$ cat config.mk
export PLATFORM = sky130hd
export DESIGN_NAME = ahb_master_arbiter
export DESIGN_NICKNAME = d
export VERILOG_FILES = /design/src/rtl/ahb_master_arbiter_pkg.sv /design/src/rtl/ahb_master_arbiter_req.sv /design/src/rtl/ahb_master_arbiter.sv
export SDC_FILE = /design/constraint.sdc
export NUM_CORES = 1
export LEC_CHECK = 0
export ABC_AREA = 1
export CAP_MARGIN = 0
export CORE_AREA = 3 3 108 110
export DETAILED_ROUTE_END_ITERATION = 12
export DIE_AREA = 0 0 111 113
export PLACE_DENSITY = 0.76
export SLEW_MARGIN = 25
export SYNTH_ARGS = -nofsm -noshare
export SYNTH_HDL_FRONTEND = slang
export SYNTH_SLANG_ARGS = --single-unit
$ cat constraint.sdc
create_clock -name clk -period 3.55 [get_ports clk]
set_input_delay 0.5325 -clock clk [delete_from_list [all_inputs] [get_ports clk]]
set_output_delay 0.5325 -clock clk [all_outputs]
set_load 0.05 [all_outputs]
$ cat src/rtl/ahb_master_arbiter_pkg.sv
// Shared AHB-Lite types and constants for the master-port arbiter.
// Holds htrans/hsize/hprot encodings, data-phase owner and FSM state enums.
package ahb_pkg;

    typedef enum logic [1:0] {
        HT_IDLE   = 2'b00,
        HT_BUSY   = 2'b01,
        HT_NONSEQ = 2'b10,
        HT_SEQ    = 2'b11
    } htrans_t;

    localparam logic [2:0] HSIZE_BYTE = 3'b000;
    localparam logic [2:0] HSIZE_HALF = 3'b001;
    localparam logic [2:0] HSIZE_WORD = 3'b010;

    localparam logic [3:0] HPROT_FETCH = 4'b0000;
    localparam logic [3:0] HPROT_DATA  = 4'b0001;

    typedef enum logic {
        OWN_IF  = 1'b0,
        OWN_LSU = 1'b1
    } owner_t;

    typedef enum logic [1:0] {
        ST_IDLE = 2'b00,
        ST_DATA = 2'b01,
        ST_ERR1 = 2'b10
    } arb_state_t;

endpackage

$ cat src/rtl/ahb_master_arbiter_req.sv
// Fixed-priority IF/LSU select with fetch-starvation counter.
// Ports: clk, reset, if_req, d_req, gnt_fire in; sel_valid, sel, burst_cnt out.
module ahb_req_arbiter
    import ahb_pkg::*;
#(
    parameter int MAX_DATA_BURST = 4
) (
    input  logic                                 clk,
    input  logic                                 reset,
    input  logic                                 if_req,
    input  logic                                 d_req,
    input  logic                                 gnt_fire,
    output logic                                 sel_valid,
    output owner_t                               sel,
    output logic [$clog2(MAX_DATA_BURST+1)-1:0]  burst_cnt
);

    localparam int CNT_W = $clog2(MAX_DATA_BURST + 1);
    localparam logic [CNT_W-1:0] CNT_MAX = CNT_W'(MAX_DATA_BURST);

    logic starve;

    // LSU wins unless it already took CNT_MAX grants while fetch waited.
    assign starve = if_req && (burst_cnt == CNT_MAX);

    always_comb begin
        sel_valid = if_req || d_req;
        sel       = OWN_IF;
        if (d_req && !starve) begin
            sel = OWN_LSU;
        end
    end

    always_ff @(posedge clk or posedge reset) begin
        if (reset) begin
            burst_cnt <= '0;
        end else if (!if_req) begin
            burst_cnt <= '0;
        end else if (gnt_fire && sel == OWN_IF) begin
            burst_cnt <= '0;
        end else if (gnt_fire && burst_cnt != CNT_MAX) begin
            burst_cnt <= burst_cnt + 1'b1;
        end
    end

endmodule

$ cat src/rtl/ahb_master_arbiter.sv
// AHB-Lite single-master sequencer for fetch (IF) and load/store (LSU).
// Ports: IF/LSU req-gnt-rvalid, AHB master signals, muxsel, bus_timeout.
// Option: define AHB_ARB_TIMEOUT_EN to abort data phases stuck at hready=0.
module ahb_master_arbiter
    import ahb_pkg::*;
#(
    parameter int ADDR_W         = 32,
    parameter int DATA_W         = 32,
    parameter int MAX_DATA_BURST = 4,
    parameter int TIMEOUT_CYCLES = 64
) (
    input  logic              clk,
    input  logic              reset,
    input  logic              if_req,
    input  logic [ADDR_W-1:0] if_addr,
    output logic              if_gnt,
    output logic              if_rvalid,
    output logic [DATA_W-1:0] if_rdata,
    output logic              if_err,
    input  logic              d_req,
    input  logic              d_we,
    input  logic [ADDR_W-1:0] d_addr,
    input  logic [2:0]        d_size,
    input  logic [DATA_W-1:0] d_wdata,
    output logic              d_gnt,
    output logic              d_rvalid,
    output logic [DATA_W-1:0] d_rdata,
    output logic              d_err,
    output logic [1:0]        htrans,
    output logic [ADDR_W-1:0] haddr,
    output logic              hwrite,
    output logic [2:0]        hsize,
    output logic [3:0]        hprot,
    output logic [DATA_W-1:0] hwdata,
    input  logic [DATA_W-1:0] hrdata,
    input  logic              hready,
    input  logic              hresp,
    output logic              muxsel,
    output logic              bus_timeout
);

    localparam int CNT_W = $clog2(MAX_DATA_BURST + 1);

    arb_state_t       state, state_nxt;
    owner_t           owner, sel;
    logic             sel_valid;
    logic [CNT_W-1:0] burst_cnt;
    logic             issue_ok, gnt_fire;
    logic             done_ok, err_done, to_hit;
    logic             rvalid, err;
    logic [DATA_W-1:0] rdata;

    ahb_req_arbiter #(
        .MAX_DATA_BURST(MAX_DATA_BURST)
    ) u_req_arb (
        .clk      (clk),
        .reset    (reset),
        .if_req   (if_req),
        .d_req    (d_req),
        .gnt_fire (gnt_fire),
        .sel_valid(sel_valid),
        .sel      (sel),
        .burst_cnt(burst_cnt)
    );

    // Pipelined issue: only when the current data phase finishes cleanly.
    assign issue_ok = !reset && !hresp &&
                      (state == ST_IDLE || (state == ST_DATA && hready));
    assign gnt_fire = issue_ok && sel_valid;
    assign done_ok  = (state == ST_DATA) && hready && !hresp;
    // ERR1 closes on hready regardless of hresp so a glitchy slave cannot hang us.
    assign err_done = ((state == ST_DATA) && hready && hresp) ||
                      ((state == ST_ERR1) && hready);

`ifdef AHB_ARB_TIMEOUT_EN
    localparam int TO_W = $clog2(TIMEOUT_CYCLES + 1);
    logic [TO_W-1:0] to_cnt;
    logic            to_flag;
    logic            stalled;

    assign stalled = (state != ST_IDLE) && !hready;
    assign to_hit  = stalled && (to_cnt == TO_W'(TIMEOUT_CYCLES - 1));

    always_ff @(posedge clk or posedge reset) begin
        if (reset) begin
            to_cnt  <= '0;
            to_flag <= 1'b0;
        end else begin
            to_cnt <= (stalled && !to_hit) ? to_cnt + 1'b1 : '0;
            if (to_hit) begin
                to_flag <= 1'b1;
            end
        end
    end

    assign bus_timeout = to_flag;
`else
    assign to_hit      = 1'b0;
    assign bus_timeout = 1'b0;
`endif

    always_ff @(posedge clk or posedge reset) begin
        if (reset) begin
            state <= ST_IDLE;
        end else begin
            state <= state_nxt;
        end
    end

    always_ff @(posedge clk or posedge reset) begin
        if (reset) begin
            owner  <= OWN_IF;
            hwdata <= '0;
        end else if (gnt_fire) begin
            owner <= sel;
            if (sel == OWN_LSU && d_we) begin
                hwdata <= d_wdata;
            end
        end
    end

    always_comb begin
        state_nxt = state;
        unique case (state)
            ST_IDLE: if (gnt_fire) state_nxt = ST_DATA;
            ST_DATA: begin
                if (to_hit)                state_nxt = ST_IDLE;
                else if (hresp && !hready) state_nxt = ST_ERR1;
                else if (hresp)            state_nxt = ST_IDLE;
                else if (hready)           state_nxt = gnt_fire ? ST_DATA : ST_IDLE;
            end
            ST_ERR1: if (to_hit || hready) state_nxt = ST_IDLE;
            default: state_nxt = ST_IDLE;
        endcase
    end

    always_comb begin
        htrans = HT_IDLE;
        haddr  = '0;
        hwrite = 1'b0;
        hsize  = HSIZE_WORD;
        hprot  = HPROT_FETCH;
        if_gnt = 1'b0;
        d_gnt  = 1'b0;
        if (gnt_fire) begin
            htrans = HT_NONSEQ;
            if (sel == OWN_LSU) begin
                haddr  = d_addr;
                hwrite = d_we;
                hsize  = d_size;
                hprot  = HPROT_DATA;
                d_gnt  = 1'b1;
            end else begin
                haddr  = if_addr;
                if_gnt = 1'b1;
            end
        end
        rvalid    = done_ok || err_done || to_hit;
        err       = err_done || to_hit;
        rdata     = (rvalid && !to_hit) ? hrdata : '0;
        if_rvalid = rvalid && (owner == OWN_IF);
        d_rvalid  = rvalid && (owner == OWN_LSU);
        if_err    = err && (owner == OWN_IF);
        d_err     = err && (owner == OWN_LSU);
        if_rdata  = if_rvalid ? rdata : '0;
        d_rdata   = d_rvalid ? rdata : '0;
    end

    assign muxsel = owner;

    // Starvation counter must saturate, never wrap past the burst limit.
    a_burst_sat: assert property (@(posedge clk) disable iff (reset)
        burst_cnt <= CNT_W'(MAX_DATA_BURST));

endmodule
==> flow_metrics.py, run 1 <==
metrics = {
    "power": {
        "switching_share_pct": 45.1,
        "leakagePower_nw": 3.14,
        "power_per_cell_area_mw_per_mm2": 331,
        "power_frac_clock_pct": 13.3,
        "p_comb_share_pct": 59.4,
        "ir_drop_mv": 0.379,
        "power.switching_mw": 0.968,
        "internal-power_mw": 1.18,
        "seq_power_share_pct": 27.3,
    },
    "worst_hold_path": {
        "min_path_cells": 2,
        "hp-start": "hwdata[26]",
        "hold_end": "hwdata[26]",
        "hold_path_class": "reg2reg",
    },
    "routing": {
        "vias": 3375,
        "drt-initial-drc-count": 196,
        "highest_layer": "met4",
        "wl_met3_um": 784,
        "drtPass1Iterations": 4,
        "ant_nets": 0,
        "routed_wl_um": 11800,
        "wl_met1_um": 4250,
        "wl_per_cell_um": 14.5,
        "drc": 0,
        "viasPerCell": 4.14,
        "met2_wirelength_um": 6570,
    },
    "sta": {
        "rsz0062_at_grt": "false",
        "slew_viol_final": 0,
        "final_hold_viol_count": 0,
        "setup_viol": 0,
        "finalCritPeriodShare_pct": 86.7,
        "skew_ns": 0.00798,
        "worst_slack_ns": 0.471,
        "tns_ns": 0,
        "fmaxAchievable_ghz": 0.325,
        "period_minus_slack_ns": 3.08,
        "tightest_slew_ns": 0.633,
        "max_slew_margin_pct": 57.7,
    },
    "clocking": {
        "clock_latency_ns": 0.28,
        "clkTransAtPathRegs_ns": 0.07,
        "cts_tree": "yes",
        "clock_sinks": 38,
        "cts_hold_buf": 0,
        "cts_setup_buffers": 0,
        "cts_max_path_buffers": 2,
        "cts_buffers": 5,
        "cts_root_buf": "clkbuf_8",
        "htree_levels": 2,
        "ctsResizeCount": 0,
    },
    "cells_and_area": {
        "fin_nets": 815,
        "drive_gt1_share_pct": 19.5,
        "diodes": 0,
        "syn_to_final_growth_pct": 150,
        "final_cell_mix": "199 x nand2_1, 170 x clkdlybuf4s50_1, 105 x buf_12",
        "fill_cells": 901,
        "layout_commonest_cell": "nand2_1",
    },
    "floorplanning": {
        "floorplan.initialDensity_pct": 24.1,
        "fp-row-count": 38,
        "die_w_um": 111,
        "die_h_um": 113,
        "pin_count": 284,
        "core_mm2": 0.0108,
        "die_area_mm2": 0.0125,
    },
    "logic_synthesis": {
        "yosysWarnings": 0,
        "avgSynthCellArea_um2": 6.39,
        "ys_seq_area_share_pct": 36.6,
        "yosysUniqueCellTypes": 24,
        "yosys.area.top_type": "dfrtp_1",
        "netlist_instances": 407,
        "synth_area_leaders": "dfrtp_1 37%, nand2_1 29%, nor2_1 9.5%",
        "netlist_area_mm2": 0.00260,
        "synth_top_area_share_pct": 36.6,
        "ys_seq_elements": 38,
    },
    "global_route": {
        "grt_use_total_pct": 17.9,
        "grt_max_degree": 39,
        "grt.overflow.total": 0,
        "antenna_found_initial": 0,
        "grt_pass1_wl_um": 18300,
        "grt_pass1_vias": 3469,
    },
    "setup_path": {
        "critical_path_required_ns": 3.02,
        "critPathLaunchType": "input port",
        "critPathMaxFanout": 34,
        "r2r_slack_ns": 1.54,
        "ff2ff_path_depth": 11,
        "critical_path_class": "in2out",
        "r2r_end": "hwdata[28]",
        "cp-end-kind": "primary output",
        "critical_path_arrival_ns": 2.55,
        "rr_startpoint": "u_req_arb.burst_cnt[0]",
    },
    "place": {
        "place_ws_ns": 0.456,
        "port_buffers": 278,
        "place_congestion": 0.867,
        "dp.final_hpwl_um": 10100,
    },
    "status": {
        "outcome": "finished, final reports clean",
    },
    "run": {
        "maxCapViolCount": 0,
    },
}
-- power groups by stage --
stage	sequential (mW)	clock [mW]	combinational, mW
after floorplan	0.913	0	0.359
after global placement	0.589	0	1.27
after detailed placement	0.589	0	1.28
after CTS	0.586	0.298	1.29
after global routing	0.599	0.321	1.33
final	0.586	0.286	1.28
-- cell type report --
cell class | instances | area [µm²] | area share, %
clock buffers | 6 | 72.6 | 1.12
clock inverters | 2 | 13.8 | 0.212
inverters | 47 | 179 | 2.75
multi-input cells | 301 | 1250 | 19.2
flip-flops and latches | 38 | 951 | 14.6
well taps | 140 | 175 | 2.70
repair buffers | 282 | 3860 | 59.4
-- registers in the layout, summed over array words and instances (netlist names) --
| name | flops |
|---|---|
| hwdata | 32 |
| u_req_arb.burst_cnt | 3 |
| state | 2 |
| muxsel | 1 |
-- worst max-delay path, stage by stage --
cell             delay [ns]
clkdlybuf4s50_1        0.53
inv_1                  0.11
o21ai_0                0.32
nand2_2                0.45
a21oi_1                0.41
buf_12                 0.18
-- metrics by stage --
stage / cells / area [µm²] / hold WS [ns] / power [mW] / util, %
finish: 816 / 6490 / 0.479 / 2.15 / 60.2
global route: 816 / 6490 / 0.505 / 2.25 / 60.2
CTS: 816 / 6490 / 0.484 / 2.17 / 60.2
detailed placement: 808 / 6410 / 0.461 / 1.87 / 59.4
global placement: 808 / 6410 / 0.457 / 1.85 / 59.4
floorplan: 411 / 2610 / 0.514 / 1.27 / -
-- metal layers --
layer  track usage [%]  vias up
met1              18.8     1501
met2              35.6      153
met4              4.02        0
met5                 0        -
met3              4.65       14
li1                  -     1707
-- cell families (layout without fill, tap and decap cells) --
group	after synthesis	after routing	share of synthesized area [%]
other	1	5	0.144
AND/OR/NAND/NOR	284	284	43.6
AO/OA/AOI/OAI	9	9	2.36
adder cells (fa/ha/maj)	2	2	0.963
XOR/XNOR	1	1	0.337
flip-flops	38	38	36.6
buffers and inverters	72	337	16.0
-- synth_stat cells --
cell,instances
nand2_2,4
ha_1,2
nand2_4,1
a21oi_4,1
nor2_2,1
nor2_1,66
buf_6,15
nor2_8,1
nand4_1,2
nand2_1,199
inv_2,2
buf_4,7
o31ai_1,2
xor2_1,1
nand3_1,7
buf_2,3
dfrtp_1,38
nor2_4,2
conb_1,1
inv_4,1
inv_1,44
or2_1,1
a21oi_1,3
o21ai_0,3
-- worst max path at each step --
stage                     startpoint         to  slack [ns]  cells past startpoint
after detailed placement      hready     if_err        0.46                      6
after global routing          hready     if_err        0.32                      6
after CTS                     hready     if_err        0.45                      6
after global placement        hready     if_err        0.52                      6
final                         hready     if_err        0.47                      6
after floorplan                reset  haddr[22]        0.29                      8
(Power assumes the default switching activity.)
==> run 2: changes to the inputs <==
Settings changed: CORE_AREA 3 3 108 110 to 2 2 110 112, DIE_AREA 0 0 111 113 to 0 0 112 114, PLACE_DENSITY 0.76 to 0.73.
==> run 2 against run 1 <==
- maximum frequency is 4.1% lower
- combinational power hardly changed
- global-route usage is 0.051 points higher
==> flow_metrics.py, run 2 (same netlist as run 1, synthesis figures left out) <==
metrics = {
    "setup_path": {
        "cp-end-kind": "primary output",
        "rr_startpoint": "u_req_arb.burst_cnt[0]",
        "crit_start": "hready",
        "critPathLaunchType": "input port",
        "setup.worst_path.end": "if_rdata[1]",
        "ff2ff_path_depth": 11,
        "r2r_end": "hwdata[26]",
        "r2r_slack_ns": 1.52,
        "critical_path_required_ns": 3.02,
        "critPathMaxFanout": 19,
        "critical_path_arrival_ns": 2.68,
        "critical_path_class": "in2out",
    },
    "power": {
        "power_per_cell_area_mw_per_mm2": 352,
        "leakagePower_nw": 3.17,
        "ir_drop_mv": 0.433,
    },
    "sta": {
        "tns_ns": 0,
        "rsz0062_at_grt": "false",
        "finalCritPeriodShare_pct": 90.5,
        "max_slew_margin_pct": 59.0,
        "holdWs_ns": 0.468,
        "slew_viol_final": 0,
        "period_minus_slack_ns": 3.21,
        "skew_ns": 0.00349,
        "worst_slack_ns": 0.337,
        "final_hold_viol_count": 0,
        "tightest_slew_ns": 0.613,
        "setup_viol": 0,
        "fmaxAchievable_ghz": 0.311,
    },
    "cells_and_area": {
        "final_cell_mix": "199 x nand2_1, 170 x clkdlybuf4s50_1, 107 x buf_12",
        "largest-register": "hwdata",
        "diodes": 0,
        "largest_reg_flops": 32,
        "utilization_pct": 56.3,
        "multi_input_area_mm2": 0.00125,
        "fill_cells": 1035,
        "final_cells": 823,
        "fin_nets": 815,
        "reg.largest.list": "hwdata (32), u_req_arb.burst_cnt (3), state (2)",
        "syn_to_final_growth_pct": 154,
        "drive_gt1_share_pct": 19.7,
        "seqCellArea_um2": 951,
        "layout_commonest_cell": "nand2_1",
    },
    "floorplanning": {
        "fp-row-count": 40,
        "core_mm2": 0.0117,
        "floorplan.initialDensity_pct": 22.2,
        "die_area_mm2": 0.0128,
        "die_h_um": 114,
        "pin_count": 284,
        "die_w_um": 112,
    },
    "routing": {
        "routed_wl_um": 12300,
        "drtPass1Iterations": 4,
        "vias": 3467,
        "drc": 0,
        "ant_nets": 0,
        "viasPerCell": 4.21,
        "drt-initial-drc-count": 208,
        "wl_per_cell_um": 14.9,
    },
    "clocking": {
        "clkTransAtPathRegs_ns": 0.06,
        "htree_levels": 2,
        "cts_root_buf": "clkbuf_16",
        "cts_buffers": 5,
        "cts_tree": "yes",
        "clock_latency_ns": 0.28,
        "ctsResizeCount": 0,
        "clock_sinks": 38,
        "cts_setup_buffers": 0,
        "cts_hold_buf": 0,
        "cts_max_path_buffers": 2,
    },
    "global_route": {
        "grt_pass1_wl_um": 18300,
        "grt_pass1_vias": 3480,
        "grt.overflow.total": 0,
        "grt_use_total_pct": 18.0,
        "antenna_found_initial": 0,
        "grt_max_degree": 39,
    },
    "place": {
        "place_ws_ns": 0.333,
        "place_congestion": 0.848,
        "placed_cells": 815,
        "port_buffers": 278,
        "dp.final_hpwl_um": 10100,
    },
    "run": {
        "maxCapViolCount": 0,
    },
    "worst_hold_path": {
        "hold_path_class": "reg2reg",
    },
    "status": {
        "outcome": "finished, final reports clean",
    },
}
run 2: worst max-delay path, cell delays in order:
cell             delay (ns)
clkdlybuf4s50_1        0.54
inv_1                  0.12
o21ai_0                0.34
nand2_2                0.27
buf_4                  0.29
nor2_1                 0.38
buf_12                 0.20
run 2: metrics by stage:
stage,power [mW],instance area [µm²]
5_1_grt,2.42,6590
3_3_place_gp,1.86,6440
4_1_cts,2.35,6590
2_1_floorplan,1.27,2610
3_5_place_dp,1.88,6440
6_report,2.32,6590
run 2: worst min path at each step:
stage                                 startpoint                      to  slack (ns)  cells past startpoint
after floorplan           u_req_arb.burst_cnt[1]  u_req_arb.burst_cnt[1]        0.51                      2
after global placement                hwdata[24]              hwdata[24]        0.45                      2
after detailed placement              hwdata[12]              hwdata[12]        0.46                      2
after CTS                             hwdata[12]              hwdata[12]        0.47                      2
after global routing                  hwdata[24]              hwdata[24]        0.50                      2
final                                 hwdata[12]              hwdata[12]        0.47                      2
run 2: where the power goes:
| group | total, mW | internal (mW) | switching [mW] |
|---|---|---|---|
| logic | 1.28 | 0.517 | 0.767 |
| clock network | 0.452 | 0.278 | 0.174 |
| registers | 0.584 | 0.528 | 0.0560 |
| total | 2.32 | 1.32 | 0.997 |
run 2: cell type report:
type / count / area share [%]
Tap cell: 147 / 2.79
Multi-Input combinational cell: 301 / 18.9
Clock buffer: 6 / 2.11
Timing Repair Buffer: 282 / 58.9
Inverter: 47 / 2.71
Clock inverter: 2 / 0.190
Sequential cell: 38 / 14.4
run 2: routing by layer:
layer  wire, µm  vias up  GRT usage, %
li1           -     1709             -
met1       4850     1585          21.3
met2       6310      160          32.9
met3        963       13          4.94
met4        161        0          3.41
met5          0        -             0
